### config.mk
export PLATFORM = sky130hd
export DESIGN_NAME = step_dir_generator
export DESIGN_NICKNAME = d
export VERILOG_FILES = /design/src/rtl/step_dir_generator_pkg.sv /design/src/rtl/stepgen_timer.sv /design/src/rtl/step_dir_generator.sv
export SDC_FILE = /design/constraint.sdc
export NUM_CORES = 1
export LEC_CHECK = 0
export BUFFER_PORTS_ARGS = -buffer_cell sky130_fd_sc_hd__buf_2
export CORE_AREA = 2 2 129 131
export DETAILED_ROUTE_END_ITERATION = 7
export DIE_AREA = 0 0 131 133
export GPL_TIMING_DRIVEN = 0
export PLACE_DENSITY = 0.75
export SYNTH_ARGS = -nofsm -noshare
export SYNTH_HDL_FRONTEND = slang
export SYNTH_SLANG_ARGS = --single-unit
### constraint.sdc
create_clock -name clk -period 8.02 [get_ports clk]
set_input_delay 0.401 -clock clk [delete_from_list [all_inputs] [get_ports clk]]
set_output_delay 0.401 -clock clk [all_outputs]
set_load 0.005 [all_outputs]
### src/rtl/step_dir_generator_pkg.sv
// step_dir_generator_pkg: shared state encoding and step timing clamps
`timescale 1ns/1ps
package step_dir_generator_pkg;
  typedef enum logic [1:0] {IDLE, DIR_SETUP, PULSE_HIGH, PULSE_LOW} state_t;
  function automatic logic [7:0] eff_width(input logic [7:0] w);
    return (w == 8'd0) ? 8'd1 : w;
  endfunction
  // period never shorter than width + 1, so step always spends a clock low
  function automatic logic [31:0] eff_period(input logic [31:0] p, input logic [7:0] w);
    logic [31:0] lo;
    lo = {24'd0, eff_width(w)} + 32'd1;
    return (p > lo) ? p : lo;
  endfunction
endpackage

### src/rtl/stepgen_timer.sv
// stepgen_timer: loadable down-counter that parks at zero and flags it
`timescale 1ns/1ps
module stepgen_timer #(
  parameter int W = 8
) (
  input  logic         clk,
  input  logic         reset,
  input  logic         load,
  input  logic [W-1:0] value,
  output logic         zero
);
  logic [W-1:0] count;
  assign zero = (count == '0);
  always_ff @(posedge clk or posedge reset)
    if (reset) count <= '0;
    else if (load) count <= value;
    else if (!zero) count <= count - W'(1);
endmodule

### src/rtl/step_dir_generator.sv
// step_dir_generator: command-driven step/dir pulse train generator with
// graceful abort and absolute position tracking
`timescale 1ns/1ps
module step_dir_generator
  import step_dir_generator_pkg::*;
#(
  parameter int COUNT_W  = 32,
  parameter int PERIOD_W = 16
) (
  input  logic                clk,
  input  logic                reset,
  input  logic                enable,
  input  logic                abort,
  input  logic                cmd_valid,
  output logic                cmd_ready,
  input  logic [COUNT_W-1:0]  cmd_steps,
  input  logic [PERIOD_W-1:0] cmd_period,
  input  logic                cmd_dir,
  input  logic [7:0]          config_pulse_width,
  input  logic [7:0]          config_dir_setup,
  output logic                step,
  output logic                dir,
  output logic                busy,
  output logic                move_done,
  output logic                aborted,
  output logic [COUNT_W-1:0]  steps_remaining,
  output logic [COUNT_W-1:0]  position
);
  state_t state;
  logic stop, accept, stop_now, rise, pulse_zero, period_zero;
  logic [7:0] w_m1;
  logic [PERIOD_W-1:0] p_m1;
  assign cmd_ready = (state == IDLE) & enable & !reset;
  assign busy = (state != IDLE);
  assign accept = cmd_valid & cmd_ready;
  assign stop_now = stop | abort | !enable;
  assign rise = ((state == DIR_SETUP & pulse_zero) | (state == PULSE_LOW & period_zero)) & !stop_now;
  // one timer serves dir setup then pulse width; the other spans the full period
  stepgen_timer #(.W(8)) u_pulse (
    .clk(clk), .reset(reset), .load(accept | rise),
    .value(rise ? w_m1 : config_dir_setup), .zero(pulse_zero)
  );
  stepgen_timer #(.W(PERIOD_W)) u_period (
    .clk(clk), .reset(reset), .load(rise), .value(p_m1), .zero(period_zero)
  );
  always_ff @(posedge clk or posedge reset)
    if (reset) begin
      state <= IDLE;
      stop <= 1'b0;
      step <= 1'b0;
      dir <= 1'b0;
      move_done <= 1'b0;
      aborted <= 1'b0;
      steps_remaining <= '0;
      position <= '0;
      w_m1 <= '0;
      p_m1 <= '0;
    end else begin
      move_done <= 1'b0;
      aborted <= 1'b0;
      stop <= busy & stop_now;
      case (state)
        IDLE: if (accept) begin
          dir <= cmd_dir;
          steps_remaining <= cmd_steps;
          w_m1 <= eff_width(config_pulse_width) - 8'd1;
          p_m1 <= PERIOD_W'(eff_period(32'(cmd_period), config_pulse_width) - 32'd1);
          if (cmd_steps == '0) move_done <= 1'b1;
          else state <= DIR_SETUP;
        end
        PULSE_HIGH: if (pulse_zero) begin
          step <= 1'b0;
          if (stop_now | steps_remaining == '0) begin
            state <= IDLE;
            move_done <= 1'b1;
            aborted <= (steps_remaining != '0);
          end else state <= PULSE_LOW;
        end
        default: if (stop_now) begin
          state <= IDLE;
          move_done <= 1'b1;
          aborted <= 1'b1;
        end else if (rise) begin
          step <= 1'b1;
          state <= PULSE_HIGH;
          position <= dir ? position + COUNT_W'(1) : position - COUNT_W'(1);
          steps_remaining <= steps_remaining - COUNT_W'(1);
        end
      endcase
    end
endmodule

# Yosys cells after proc, flatten, opt, wreduce, memory -nomap -nowiden
# Index checks and enable logic that the tools add are counted.
dict set report totals {
  latchBits 0
  in_bits 70
  romBits 0
  ram_bits 0
  memories 0
  register_bits 119
}
dict set report classes {
  reduce_logical 20
  n_mul 0
  addsub 8
  shift 0
  muxes 32
  n_lt_le_gt_ge 1
  bitwise_logic 16
  eq_ne 10
  div_mod_pow 0
}
# operator count
set ops {}
lappend ops {{32-bit 2-to-1 mux} 4}
lappend ops {{32-bit zero test} 2}
lappend ops {{32-bit one-hot mux with 2 select lines} 1}
lappend ops {{32-bit by 1-bit subtractor with 32-bit output (second input constant)} 2}
lappend ops {{16-bit 2-to-1 mux} 3}
lappend ops {{32-bit by 1-bit adder with 32-bit output (second input constant)} 1}
lappend ops {{8-bit 2-to-1 mux} 4}
lappend ops {{32-bit nonzero test} 1}
lappend ops {{16-bit by 1-bit subtractor with 16-bit output (second input constant)} 2}
lappend ops {{16-bit by 9-bit greater-than comparator with 1-bit output} 1}
lappend ops {{16-bit zero test} 1}
lappend ops {{8-bit zero test} 2}
lappend ops {{8-bit by 1-bit subtractor with 8-bit output (second input constant)} 2}
lappend ops {{2-bit 2-to-1 mux} 6}
lappend ops {{4-bit AND reduction} 3}
lappend ops {{1-bit 2-to-1 mux} 10}
lappend ops {{8-bit by 1-bit adder with 9-bit output (second input constant)} 1}
lappend ops {{2-bit inequality test (second input constant)} 4}
lappend ops {{1-bit AND} 7}
lappend ops {{2-bit by 1-bit inequality test with 1-bit output (second input constant)} 3}
lappend ops {{1-bit one-hot mux with 2 select lines} 3}
lappend ops {{2-bit nonzero test} 3}
lappend ops {{1-bit bitwise OR} 5}
lappend ops {{2-bit == test (second input constant)} 2}
lappend ops {{other kinds (9)} 14}

# Logic depth before layout (Yosys ltp)
dict set report logic_depth {
  depth_word 7
  mapped_depth 20
}

# Hierarchy
# Synthesis repeated with hierarchy kept, for this count alone.
dict set report unflattened {
  hier_cells 1024
  hier_area_um2 8391.8
}
# mod area_per_inst_um2 n_inst cells_per_inst seq_area_each_um2
set modules_own_cells {}
lappend modules_own_cells {step_dir_generator 6875.3 1 859 2377.3}
lappend modules_own_cells {{stepgen_timer (u_period)} 1034.7 1 110 400.4}
lappend modules_own_cells {{stepgen_timer (u_pulse)} 481.7 1 55 200.2}

# Worst setup path before layout
# Ideal clock, no wire load.
dict set report synth_path {
  kind {input -> register}
  startpoint {input reset}
  endpoint {register p_m1[11]}
  arrival_ps 4424
  slack_ps 3514
  stages 8
  required_time_ps 7938
  cell_sequence {inv_1 and3_1 and2_1 clkbuf_1 clkbuf_1 clkbuf_1 nor2_1 a31oi_1}
}
dict set report synth_between {
  elab_chain_cells 4
}
# element line_no
set synth_lines {}
lappend synth_lines {{start: declaration} step_dir_generator.sv:11} ;# input logic reset,
lappend synth_lines {{1-bit zero test (no source line)} n/a}
lappend synth_lines {{1-bit AND} step_dir_generator.sv:33} ;# assign cmd_ready = (state == IDLE) & enable & !reset;
lappend synth_lines {{named net cmd_ready} step_dir_generator.sv:15} ;# output logic cmd_ready,
lappend synth_lines {{1-bit AND} step_dir_generator.sv:35} ;# assign accept = cmd_valid & cmd_ready;
lappend synth_lines {{2-bit AND reduction (no source line)} n/a}
lappend synth_lines {{end signal: assignment} step_dir_generator.sv:67} ;# p_m1 <= PERIOD_W'(eff_period(32'(cmd_period), config_pulse_width) - 32'd1);
lappend synth_lines {{end: declaration} step_dir_generator.sv:32} ;# logic [PERIOD_W-1:0] p_m1;
# The timed path passes the listed nets, and every way through them passes these cells.
# A chain may end at the register's enable or synchronous reset.

# Final worst setup path
dict set report layout_path {
  startpoint {input config_pulse_width[2]}
  endpoint {register p_m1[10]}
}
dict set report layout_between {
  elab_chain_cells 6
}
# element line_no
set layout_lines {}
lappend layout_lines {{start: declaration} step_dir_generator.sv:19} ;# input logic [7:0] config_pulse_width,
lappend layout_lines {{8-bit zero test} step_dir_generator_pkg.sv:6} ;# return (w == 8'd0) ? 8'd1 : w;
lappend layout_lines {{8-bit 2-to-1 mux *} step_dir_generator_pkg.sv:6}
lappend layout_lines {{8-bit by 1-bit adder with 9-bit output *} step_dir_generator_pkg.sv:11} ;# lo = {24'd0, eff_width(w)} + 32'd1;
lappend layout_lines {{16-bit by 9-bit greater-than comparator with 1-bit output} step_dir_generator_pkg.sv:12} ;# return (p > lo) ? p : lo;
lappend layout_lines {{16-bit 2-to-1 mux *} step_dir_generator_pkg.sv:12}
lappend layout_lines {{16-bit by 1-bit subtractor with 16-bit output *} step_dir_generator.sv:67}
# Mark *: on every way between the ends. The rest lies on a longest branch, timed or not.

==> impl_metrics.tcl <==
set metrics [dict create \
    status "complete, but fails checks" \
    violations "negative hold slack" \
    final_common_cell "nand2_1" \
    fin_ws_ns 3.088 \
    grt_pass1_wl_mm 38.24 \
    synth_area_leader_cell "dfrtp_1" \
    synth_ff_type "dfrtp_1" \
    dp_hpwl_mm 17.31 \
    final.min_clock_period_ns 4.932 \
    async_reset_ff_frac 1.000 \
    cp.required_ns 8.32 \
    whs_ns -0.01976 \
    core-area_mm2 0.01617 \
    worst_pin_slew_ns 1.217 \
    synth-seq-cells 119 \
    synth-edff-count 0 \
    final_util 0.6164 \
    area.growth.synth_to_final_pct 19.14 \
    ir_worst_vdd_mv 0.1686 \
    syn_nets 1158 \
    cts_resized 0 \
    slew_viol_final 0 \
    clk_pin_slew_ns 0.06 \
    io_pins 140 \
    vias_per_cell 5.946 \
    ant_nets 0 \
    insertion_delay_ns 0.43 \
    rows 47 \
    port-buffer-count 135 \
    fillers 1450 \
    setup_viol 0 \
    design.die.area_mm2 0.01742 \
    rsz0062_at_grt "no" \
    hold_viol_final 8 \
    grt_pass1_vias 7812 \
    synth_area_leaders "dfrtp_1 (36%), nand2_1 (6.7%), ha_1 (6.6%)" \
    dp.cells 1399 \
    wirelength_mm 23.59 \
    insertedDiodeCount 0 \
    finalCritPeriodShare 0.6150 \
    synth_area_mm2 0.008367 \
    criticalPathCategory "primary input to register" \
    clock-root-buffer "clkbuf_16" \
    drive_above_1_share 0.1693 \
    hold_class "primary input to asynchronous set/reset pin" \
    drc_errors 0 \
    nets 1313 \
    drt-initial-drc-count 674 \
    synth_area_per_cell_um2 8.022 \
    netlist_instances 1043 \
    first_pass_iters 6 \
    p_leak_nw 4.383 \
    cp.arrival_ns 5.24 \
    vias 8509 \
    crit_path_start_kind "primary input" \
    dieWidth_um 131 \
    finalPower_w 0.002903 \
    grt_max_degree 77 \
    place.gp.congestion 0.9350 \
    netlist.area_leader.share 0.3559 \
    cp_max_fo 10 \
    routedWlPerCell_um 16.48 \
    die_y_um 133 \
    grtUsageTotal 0.2750 \
    post-place-ws_ns 2.711 \
    synth_cell_type_count 73 \
    skew_ns 0.007080 \
    synth.yosys.seq_area_share 0.3559 \
    powerDensity_mw_per_mm2 291.2 \
    initial_core_util 0.5174 \
    maxCapViolations 0 \
    cts_buffers 17 \
    final_cell_mix "nand2_1 (149), buf_2 (145), dfrtp_1 (119)" \
    cts_tree "built" \
    htree_levels 4 \
    max_freq_mhz 202.8 \
    clk_path_buf_depth 2 \
    relSlewSlack 0.1877 \
    postCtsSetupRepairBufs 0 \
    grt.overflow.total 0 \
    ys_warn_count 0 \
    hold_buffers 0 \
    stdcell_count 1431 \
    final.setup.tns_ns 0 \
    cts_sinks 119 \
    antenna_found_initial 0 \
    endpoint_kind "register" \
]
==> through the flow <==
stage	hold slack [ns]	cell area, um2
CTS	0.001707	9968
detailed placement	0.4509	9350
global route	0.01223	9968
floorplan	0.4394	8367
finish	-0.01976	9968
global placement	0.4530	9318
==> cells in the mapped netlist, types with 12 or more instances <==
cell,instances
a31oi_1,17
a211oi_1,12
xor2_1,22
nor2_1,90
o21ai_1,19
o21ai_0,105
clkbuf_1,36
nand3_1,27
inv_1,20
ha_1,44
or3_1,16
a21oi_1,100
nor3_1,36
xnor2_1,36
dfrtp_1,119
o31ai_1,13
nand2_1,149
nor4_1,18
==> worst paths after layout <==
check | startpoint | end | slack, ns | cells after the start
max | config_pulse_width[2] | p_m1[10]$_DFFE_PP0P_ | 3.09 | 20
max reg2reg | dir$_DFFE_PP0P_ | position[29]$_DFFE_PP0P_ | 3.92 | 11
min | reset | steps_remaining[20]$_DFFE_PP0P_ | -0.02 | 2
max in group asynchronous | reset | u_period.count[0]$_DFFE_PP0P_ | 7.33 | 3
min in group clk | cmd_dir | dir$_DFFE_PP0P_ | 0.21 | 3
min reg2reg | position[31]$_DFFE_PP0P_ | position[31]$_DFFE_PP0P_ | 0.48 | 1
==> worst max-delay path: stages <==
cell      delay (ns)
buf_2           0.18
and4_1          0.19
clkbuf_1        0.20
and4_1          0.21
clkbuf_1        0.23
xor2_1          0.22
inv_1           0.08
ha_1            0.28
and4_1          0.27
nand4_1         0.36
nor2_1          0.37
a22o_1          0.26
clkbuf_1        0.36
nor2_1          0.10
a21oi_1         0.18
ha_1            0.24
o31a_1          0.25
nand4_1         0.28
mux2i_1         0.19
or3_1           0.37
==> metal layers <==
| metal | routed length (um) | GRT usage |
|---|---|---|
| met1 | 10040 | 0.3730 |
| met2 | 11220 | 0.4358 |
| met3 | 1696 | 0.05257 |
| met4 | 630 | 0.1017 |
| met5 | 0 | 0 |
==> final cells by class <==
type	count	area, um2	share of cell area
clock inverter	11	147.6	0.01481
clock buffer	21	470.5	0.04719
tap	220	275.3	0.02761
timing repair buffer	136	703.2	0.07054
sequential	119	2978	0.2987
inverter	21	83.83	0.008410
multi-input combinational	851	5080	0.5096
buffer	52	230.2	0.02310
==> sequential cells by signal (all words and copies together) (netlist names) <==
signal and cells:
u_pulse.count 8, position 32, move_done 1, p_m1 16, step 1, u_period.count 16
steps_remaining 32, state 2, w_m1 8, aborted 1, stop 1, dir 1
==> cells by family after synthesis <==
family / synth area share
compound gates: 0.2436
xor+xnor: 0.06071
fa+ha+maj: 0.06819
buf+inv: 0.03694
flops: 0.3559
mux: 0.009271
simple gates: 0.2254
==> power breakdown <==
part           switching (W)  leakage, nW  internal, W  total, W
registers           0.000191         1.45     0.000793  0.000985
logic               0.000668         2.64     0.000457   0.00112
clock network       0.000281        0.291     0.000512  0.000793
total                0.00114         4.38      0.00176   0.00290
Power figures use the tool's default switching activity.
